==> src/rtl/cond_route_pkg.sv <==
// Shared types and helpers for the conditional routing stage.
// Branch encoding, priority classification and one-hot decode live here so
// the stage top level and the bench agree on a single definition.
package cond_route_pkg;

  localparam int NUM_BR = 3;
  localparam int BR_W   = 2;

  typedef enum logic [1:0] {
    BR_IF   = 2'd0,
    BR_ELIF = 2'd1,
    BR_ELSE = 2'd2
  } branch_e;

  // Skid buffer occupancy.
  typedef enum logic [1:0] {
    OCC_EMPTY = 2'd0,
    OCC_ONE   = 2'd1,
    OCC_FULL  = 2'd2
  } occ_e;

  // cond_a wins outright; cond_b only matters when cond_a is low.
  function automatic branch_e classify(input logic a, input logic b);
    if (a) begin
      return BR_IF;
    end
    if (b) begin
      return BR_ELIF;
    end
    return BR_ELSE;
  endfunction

  // One-hot select in {ELSE,ELIF,IF} bit order.
  function automatic logic [2:0] onehot(input branch_e br);
    case (br)
      BR_IF:   return 3'b001;
      BR_ELIF: return 3'b010;
      BR_ELSE: return 3'b100;
      default: return 3'b000;
    endcase
  endfunction

endpackage

==> src/rtl/cond_route_skid.sv <==
// Two-entry valid/ready skid buffer with a fully registered in_ready.
// The head register drives the output directly; the skid register catches
// the word that arrives in the cycle downstream stalls.
module cond_route_skid
  import cond_route_pkg::*;
#(
  parameter int W = 34
) (
  input  logic         clk,
  input  logic         rst,
  input  logic         in_valid,
  output logic         in_ready,
  input  logic [W-1:0] in_data,
  output logic         out_valid,
  input  logic         out_ready,
  output logic [W-1:0] out_data
);

  occ_e         occ;
  occ_e         occ_nxt;
  logic [W-1:0] head;
  logic [W-1:0] skid;
  logic         push;
  logic         pop;

  assign push      = in_valid && in_ready;
  assign pop       = out_valid && out_ready;
  assign out_valid = (occ != OCC_EMPTY);
  assign out_data  = head;

  // Next occupancy from the push/pop pair.
  always_comb begin
    // NOTE: default assignment first so no path leaves occ_nxt unassigned (no latch).
    occ_nxt = occ;
    case (occ)
      OCC_EMPTY: if (push) occ_nxt = OCC_ONE;
      OCC_ONE: begin
        if (push && !pop)      occ_nxt = OCC_FULL;
        else if (pop && !push) occ_nxt = OCC_EMPTY;
      end
      OCC_FULL:  if (pop) occ_nxt = OCC_ONE;
      default:   occ_nxt = OCC_EMPTY;
    endcase
  end

  // State, registered in_ready and the two storage registers.
  always_ff @(posedge clk or posedge rst) begin
    if (rst) begin
      occ      <= OCC_EMPTY;
      in_ready <= 1'b1;
      // NOTE: only two words of storage, and out_data must read 0 after reset, so both are reset.
      head     <= '0;
      skid     <= '0;
    end else begin
      // NOTE: non-blocking assignments keep every register sampling pre-edge values.
      occ      <= occ_nxt;
      in_ready <= (occ_nxt != OCC_FULL);
      case (occ)
        OCC_EMPTY: if (push) head <= in_data;
        OCC_ONE: begin
          if (push && pop) head <= in_data;
          else if (push)   skid <= in_data;
        end
        OCC_FULL:  if (pop) head <= skid;
        default: ;
      endcase
    end
  end

endmodule

==> src/rtl/cond_route_stage.sv <==
// Conditional routing stage: classifies each word into IF / ELIF / ELSE by
// priority, stores the branch alongside the word in a 2-entry skid buffer and
// presents the word with a one-hot branch select downstream.
// Optional per-branch saturating statistics counters are built when the macro
// COND_ROUTE_STATS_EN is defined; otherwise stat_clr/stat_cnt do not exist.
module cond_route_stage
  import cond_route_pkg::*;
#(
  parameter int DATA_W = 32,
  parameter int CNT_W  = 16
) (
  input  logic              clk,
  input  logic              rst,
  input  logic              in_valid,
  output logic              in_ready,
  input  logic [DATA_W-1:0] in_data,
  input  logic              in_cond_a,
  input  logic              in_cond_b,
  output logic              out_valid,
  input  logic              out_ready,
  output logic [DATA_W-1:0] out_data,
  output logic [2:0]        out_sel
`ifdef COND_ROUTE_STATS_EN
  ,
  input  logic              stat_clr,
  output logic [3*CNT_W-1:0] stat_cnt
`endif
);

  localparam int PW = DATA_W + BR_W;

  branch_e       in_br;
  branch_e       out_br;
  logic [PW-1:0] in_word;
  logic [PW-1:0] out_word;

  // Branch is decided on the way in; it only reaches storage on a push, so
  // undefined conditions on idle cycles never land in the buffer.
  assign in_br   = classify(in_cond_a, in_cond_b);
  assign in_word = {in_br, in_data};

  cond_route_skid #(
    .W (PW)
  ) u_skid (
    .clk       (clk),
    .rst       (rst),
    .in_valid  (in_valid),
    .in_ready  (in_ready),
    .in_data   (in_word),
    .out_valid (out_valid),
    .out_ready (out_ready),
    .out_data  (out_word)
  );

  assign out_br   = branch_e'(out_word[DATA_W +: BR_W]);
  assign out_data = out_word[DATA_W-1:0];
  assign out_sel  = out_valid ? onehot(out_br) : 3'b000;

`ifdef COND_ROUTE_STATS_EN
  logic [CNT_W-1:0] cnt [NUM_BR];
  logic             out_hs;

  assign out_hs = out_valid && out_ready;

  // Per-branch saturating handshake counters; clear beats increment.
  always_ff @(posedge clk or posedge rst) begin
    if (rst) begin
      for (int i = 0; i < NUM_BR; i++) cnt[i] <= '0;
    end else if (stat_clr) begin
      for (int i = 0; i < NUM_BR; i++) cnt[i] <= '0;
    end else if (out_hs) begin
      for (int i = 0; i < NUM_BR; i++) begin
        if (out_sel[i] && (cnt[i] != '1)) cnt[i] <= cnt[i] + CNT_W'(1);
      end
    end
  end

  assign stat_cnt = {cnt[2], cnt[1], cnt[0]};
`endif

endmodule
==> config.mk <==
export PLATFORM = sky130hd
export DESIGN_NAME = cond_route_stage
export DESIGN_NICKNAME = d
export VERILOG_FILES = /design/src/rtl/cond_route_pkg.sv /design/src/rtl/cond_route_skid.sv /design/src/rtl/cond_route_stage.sv
export SDC_FILE = /design/constraint.sdc
export NUM_CORES = 1
export LEC_CHECK = 0
export ABC_AREA = 0
export CAP_MARGIN = 30
export CORE_MARGIN = 2
export CORE_UTILIZATION = 40
export DETAILED_ROUTE_END_ITERATION = 6
export PLACE_DENSITY = 0.63
export RECOVER_POWER = 100
export SYNTH_ARGS = -nofsm -noshare
export SYNTH_HDL_FRONTEND = slang
export SYNTH_SLANG_ARGS = --single-unit
==> constraint.sdc <==
create_clock -name clk -period 6.3 [get_ports clk]
set_input_delay 1.26 -clock clk [delete_from_list [all_inputs] [get_ports clk]]
set_output_delay 1.26 -clock clk [all_outputs]
set_load 0.02 [all_outputs]
; ---- Word level (Yosys, flattened, before mapping)
; Cells that the tools add are included.
[classes]
n_eq_ne = 8
n_mux = 18
n_bitwise = 1
reduce_logical = 13
[op_table]
columns = operator, n
row1 = $mux 34, 3
row2 = $pmux 34 s3, 1
row3 = $mux 2, 8
row4 = $pmux 3 s3, 1
row5 = $ne 2x1->1 const B, 3
row6 = $pmux 2 s3, 1
row7 = $logic_and 1x1->1, 5
row8 = $eq 2x1->1 const B, 2
row9 = $eq 2x2->1 const B, 2
row10 = $logic_not 2->1, 2
row11 = $reduce_and 4->1, 1
row12 = $mux 1, 3
row13 = $mux 3, 1
row14 = $reduce_and 3->1, 1
row15 = $reduce_bool 3->1, 1
row16 = $logic_not 1->1, 2
row17 = $ne 2x2->1 const B, 1
row18 = $reduce_bool 2->1, 1
row19 = $not 1->1, 1
[totals]
register_bits = 71
in_bits = 38
out_inout_bits = 37
word_cells = 44

; ---- Longest topological paths before layout
[logic_depth]
ltp_word = 7
ltp_mapped = 6
mapped_depth_nobuf = 3

; ---- Cells and area by module
; Synthesis repeated with hierarchy kept, for this count alone.
[hier_totals]
hier_cells = 212
hier_area_um2 = 3154.3
[modules_own_cells]
columns = module, instances, cells_each, area_per_inst_um2, seq_area_each_um2
row1 = cond_route_skid, 1, 207, 3114.2, 1778.0
row2 = cond_route_stage, 1, 5, 40.0, 0.0

; ---- Least setup slack after synthesis
; Ideal clock, no wire load.
[synth_timing]
path_type = input to register
start = in in_valid
end = reg u_skid.head[26], in the netlist u_skid.out_data[26]
setup_ns = 0.125
arrival_time_ns = 2.391
required_ns = 6.175
slack_ns = 3.784
cell_stages = 4
n_path_buf = 1
cell_sequence = nand2_1 -> o31ai_4 -> clkbuf_8 -> mux2_2
[synth_via]
elab_chain_len = 4
word_cells_on_any_way = 5
cone_classes = eq/ne (2) / reduce/logical (3)
[synth_rtl]
columns = item, line_no
row1 = start: declaration, cond_route_stage.sv:14  ; input logic in_valid,
row2 = $logic_and 1x1->1 (*), cond_route_skid.sv:26  ; assign push = in_valid && in_ready;
row3 = $logic_and 1x1->1, cond_route_skid.sv:61  ; if (push && pop) head <= in_data;
row4 = $ne 2x1->1 (no source line), -
row5 = $reduce_and 4->1 (no source line) (*), -
row6 = end signal: assignment, cond_route_skid.sv:59  ; OCC_EMPTY: if (push) head <= in_data;
row7 = end signal: assignment, cond_route_skid.sv:61
row8 = end signal: assignment, cond_route_skid.sv:64  ; OCC_FULL: if (pop) head <= skid;
row9 = end: declaration, cond_route_skid.sv:21  ; logic [W-1:0] head;
; Mark *: on every way between the ends. The rest lies on a longest branch, timed or not.
; A chain may end at the register's enable or synchronous reset.

; ---- Worst setup path in the final report
[layout_timing]
start = in in_valid
end = reg u_skid.head[2], in the netlist u_skid.out_data[2]
; Same word-level chain as after synthesis.

==> PnR_summary.wiki <==
{| class="wikitable"
! Metric !! Value
|-
| Result of the run || complete, but fails checks
|-
| Violated checks || max-capacitance violations, max-slew violations
|-
| Fraction of final layout cells sized beyond drive strength 1 || around two fifths
|-
| Average size of a mapped cell || 14.6 um^2
|-
| Worst slew margin relative to its limit || -26.0%
|-
| Post-synthesis to final-layout area growth || 22.0%
|-
| Routed length on met2 || ~2600 um
|-
| Clock Power Share || between 20% and 30%
|-
| Most common library cells after synthesis || mux2_2 (96), dfrtp_1 (70), buf_4 (33)
|-
| Global-route wire length before repair || about 10000 um
|-
| Drc violations || 0
|-
| Die Ht || approximately 97 um
|-
| Most common cell in the netlist || mux2_2
|-
| Power density over cell area || 482 nW/um^2
|-
| Net switching power of the design || ~610 uW
|-
| Post-layout net count || 320
|-
| Met3 wire len || 377 um
|-
| Overall routed net length || roughly 5700 um
|-
| Element type at the critical path end || flop
|-
| CTS clock-pin slew for the worst setup and hold paths || approximately 0.070 ns
|-
| Worst Setup Start Kind || input port
|-
| Min cycle time layout || approximately 4.2 ns
|-
| Max-cap violations || 2
|-
| Antenna violations before repair || 0
|-
| Number of synthesized register bits || just over 70
|-
| Sequential cell area fraction in the yosys report || between 50% and 60%
|-
| Actual slew at the worst max-slew pin || 1.89 ns
|-
| Total of warnings raised by yosys || 0
|-
| Number of filler instances in the final layout || roughly 760
|-
| Count of flip-flops with a built-in enable after synthesis || 0
|-
| Initial DRC Count || 43
|-
| Final Instance Area || between 4000 and 5000 um^2
|-
| Worst Path Class, Setup || in -> reg
|-
| Number of buffers inserted by hold repair at cts || 0
|-
| Final setup vio count || 0
|-
| CTS tree || yes
|-
| Routed via count || roughly 1,900
|-
| Gr ovfl total || 0
|-
| Gp weighted congestion || about 0.68
|-
| Leakage component of the power || 0.00176 uW
|-
| Slew Limit Fails || 64
|-
| Dominant synthesized flop cell || dfrtp_1
|-
| Proportion of power drawn by flip-flops and latches || between 30% and 40%
|-
| Worst path slowest cell || clkbuf_1
|-
| Maximum frequency from static timing analysis || 0.239 GHz
|-
| CTS H-tree depth || 3
|-
| Gate Count Post-Synth || 237
|-
| Data required time at the worst endpoint || ~6.5 ns
|-
| Post-synthesis net count || between 200 and 300
|-
| Endpoints failing hold || 0
|-
| Crit path arrival time || around 4.4 ns
|-
| Cell-by-cell trace of the critical path || dlygate4sd3_1, nand2_1, o31ai_1, clkbuf_1, mux2_2
|-
| Estimated wirelength of the detail-placed design || roughly 3600 um
|-
| PostCTS Resize Cnt || 0
|-
| Die W || approximately 97 um
|-
| Count of TritonRoute iterations in the first routing pass || 2
|-
| Number of distinct library cells after synthesis || 24
|-
| Via density per instance || between 4 and 5
|-
| Setup TNS || 0 ns
|-
| Highest metal layer with signal wires || met4
|-
| Setup slack of the worst register-to-register path || 3.05 ns
|-
| Worst-path fanout max || 31
|-
| Routed WL per cell || between 10 and 15 um
|-
| I/O pin total || 75
|-
| Sum of routed wire segments on met1 || 2710 um
|-
| Crit-path max cell delay || 1.41 ns
|-
| Total Die Area || 9420 um^2
|-
| Cell Area, Synth || 3460 um^2
|-
| Antenna diode count || 0
|-
| Overall routing resource usage || 13.3%
|-
| Path class of the lowest-slack min-delay path || reg -> reg
|-
| Pin count of the biggest net entering global routing || approximately 70
|-
| Post-CTS Setup Inserts || 0
|-
| Number of rows in the core area || 33
|-
| Placeable Area || a little over 8000 um^2
|-
| Post-synth top area share || between 50% and 60%
|-
| Number of buffer cells added on primary ports || 74
|-
| Net Sw Frac || 29.9%
|-
| Root buffer cell || clkbuf_8
|-
| Top area cells in the synthesized netlist || dfrtp_1 (51%), mux2_2 (31%), buf_4 (7.2%)
|-
| Vias in the first global route || 1,995
|-
| Top cell type by total area after synthesis || dfrtp_1
|-
| Cell Int Power || 1430 uW
|-
| Number of clock buffers inserted by TritonCTS || 9
|-
| Clock Sinks || 71
|-
| Part of the total power dissipated in combinational logic || between 30% and 40%
|-
| Maximum buffer depth of the clock tree || 2
|-
| Period utilisation layout || 66.5%
|-
| Fraction of registers with async set/reset || 100%
|-
| Setup repair after global routing missed its margin || no
|-
| Starting Density || a little over two fifths
|-
| Clock latency reported for the late side of the worst-skew pair || between 0.3 and 0.4 ns
|-
| Cell area reported after detailed placement || ~4000 um^2
|-
| Maximum vdd drop || approximately 0.21 mV
|-
| Antenna Violating Nets Remaining || 0
|-
| Skew final || 0.00390 ns
|}
==> metrics by stage <==
| stage | util, % | hold WS (ns) | instances | total power [uW] | worst slack (ns) |
|---|---|---|---|---|---|
| after floorplan | - | 0.454 | 237 | 1470 | 3.25 |
| after global placement | 48.2 | 0.471 | 376 | 1620 | 3.00 |
| after detailed placement | 48.2 | 0.473 | 376 | 1640 | 2.97 |
| after CTS | 51.5 | 0.496 | 392 | 2140 | 3.09 |
| after global routing | 50.9 | 0.511 | 392 | 2170 | 1.75 |
| final | 50.9 | 0.484 | 392 | 2040 | 2.11 |
==> state kept, by name, summed over array words and instances, names as in the netlist <==
register / flops
u_skid.out_data: 34
u_skid.skid: 34
u_skid.occ: 2
u_skid.in_ready: 1
==> path summary, 6_finish.rpt <==
kind,start,end,depth (start not counted)
setup / recovery,in_valid,u_skid.out_data[2],5
hold / removal,u_skid.out_data[25],u_skid.out_data[25],1
setup reg to reg,u_skid.in_ready,u_skid.out_data[2],4
hold reg to reg,u_skid.out_data[25],u_skid.out_data[25],1
max in group asynchronous,rst,u_skid.out_data[7],3
min in group asynchronous,rst,u_skid.out_data[10],3
==> cell type report <==
type / instances / area, um^2 / share of cell area, %
Inverter: 3 / 11.3 / 0.266
Clock buffer: 11 / 151 / 3.58
Multi-Input combinational cell: 120 / 1270 / 30.1
Timing Repair Buffer: 77 / 756 / 17.9
Sequential cell: 71 / 1780 / 42.1
Tap cell: 105 / 131 / 3.11
Clock inverter: 5 / 128 / 3.02
==> power by group through the flow <==
stage                     clock network (uW)  registers [uW]  logic [uW]
after detailed placement                   0             816         823
after global routing                     523             833         814
after floorplan                            0             773         696
after global placement                     0             810         814
final                                    490             794         754
after CTS                                507             807         828
==> critical path: cells and delay by family <==
family,cells,cell delay (ns)
buffers and inverters,2,1.96
AND/OR/NAND/NOR,1,0.14
AO/OA/AOI/OAI,1,0.58
multiplexers,1,0.45
==> logic make-up after synthesis <==
family / share of synthesized area [%]
DFF: 51.3
and+or+nand+nor: 2.78
muxes: 33.9
buffers and inverters: 10.8
AOI/OAI and AO/OA: 1.23
==> metal layers <==
metal | up-vias | track usage, %
li1 | 885 | -
met5 | - | 0
met1 | 915 | 17.6
met2 | 51 | 20.2
met3 | 6 | 5.40
met4 | 0 | 3.90
==> layout by cell type, fill, tap and decap left out <==
| master | count |
|---|---|
| a21o_1 | 1 |
| buf_4 | 1 |
| bufinv_16 | 4 |
| clkbuf_1 | 2 |
| clkbuf_8 | 11 |
| clkdlybuf4s50_1 | 34 |
| clkinv_1 | 1 |
| clkinvlp_4 | 1 |
| dfrtp_1 | 70 |
| dfstp_2 | 1 |
| dlygate4sd3_1 | 40 |
| inv_1 | 2 |
| mux2_1 | 5 |
| mux2_2 | 96 |
| mux2_4 | 1 |
| mux2i_1 | 1 |
| nand2_1 | 2 |
| nand2b_2 | 1 |
| nand3b_1 | 1 |
| nand4b_1 | 1 |
| nor2_1 | 2 |
| nor2b_1 | 2 |
| nor3_1 | 1 |
| nor3b_1 | 3 |
| o21a_1 | 1 |
| o22ai_1 | 1 |
| o31ai_1 | 1 |
No activity file was read; power rests on OpenSTA's default activity.
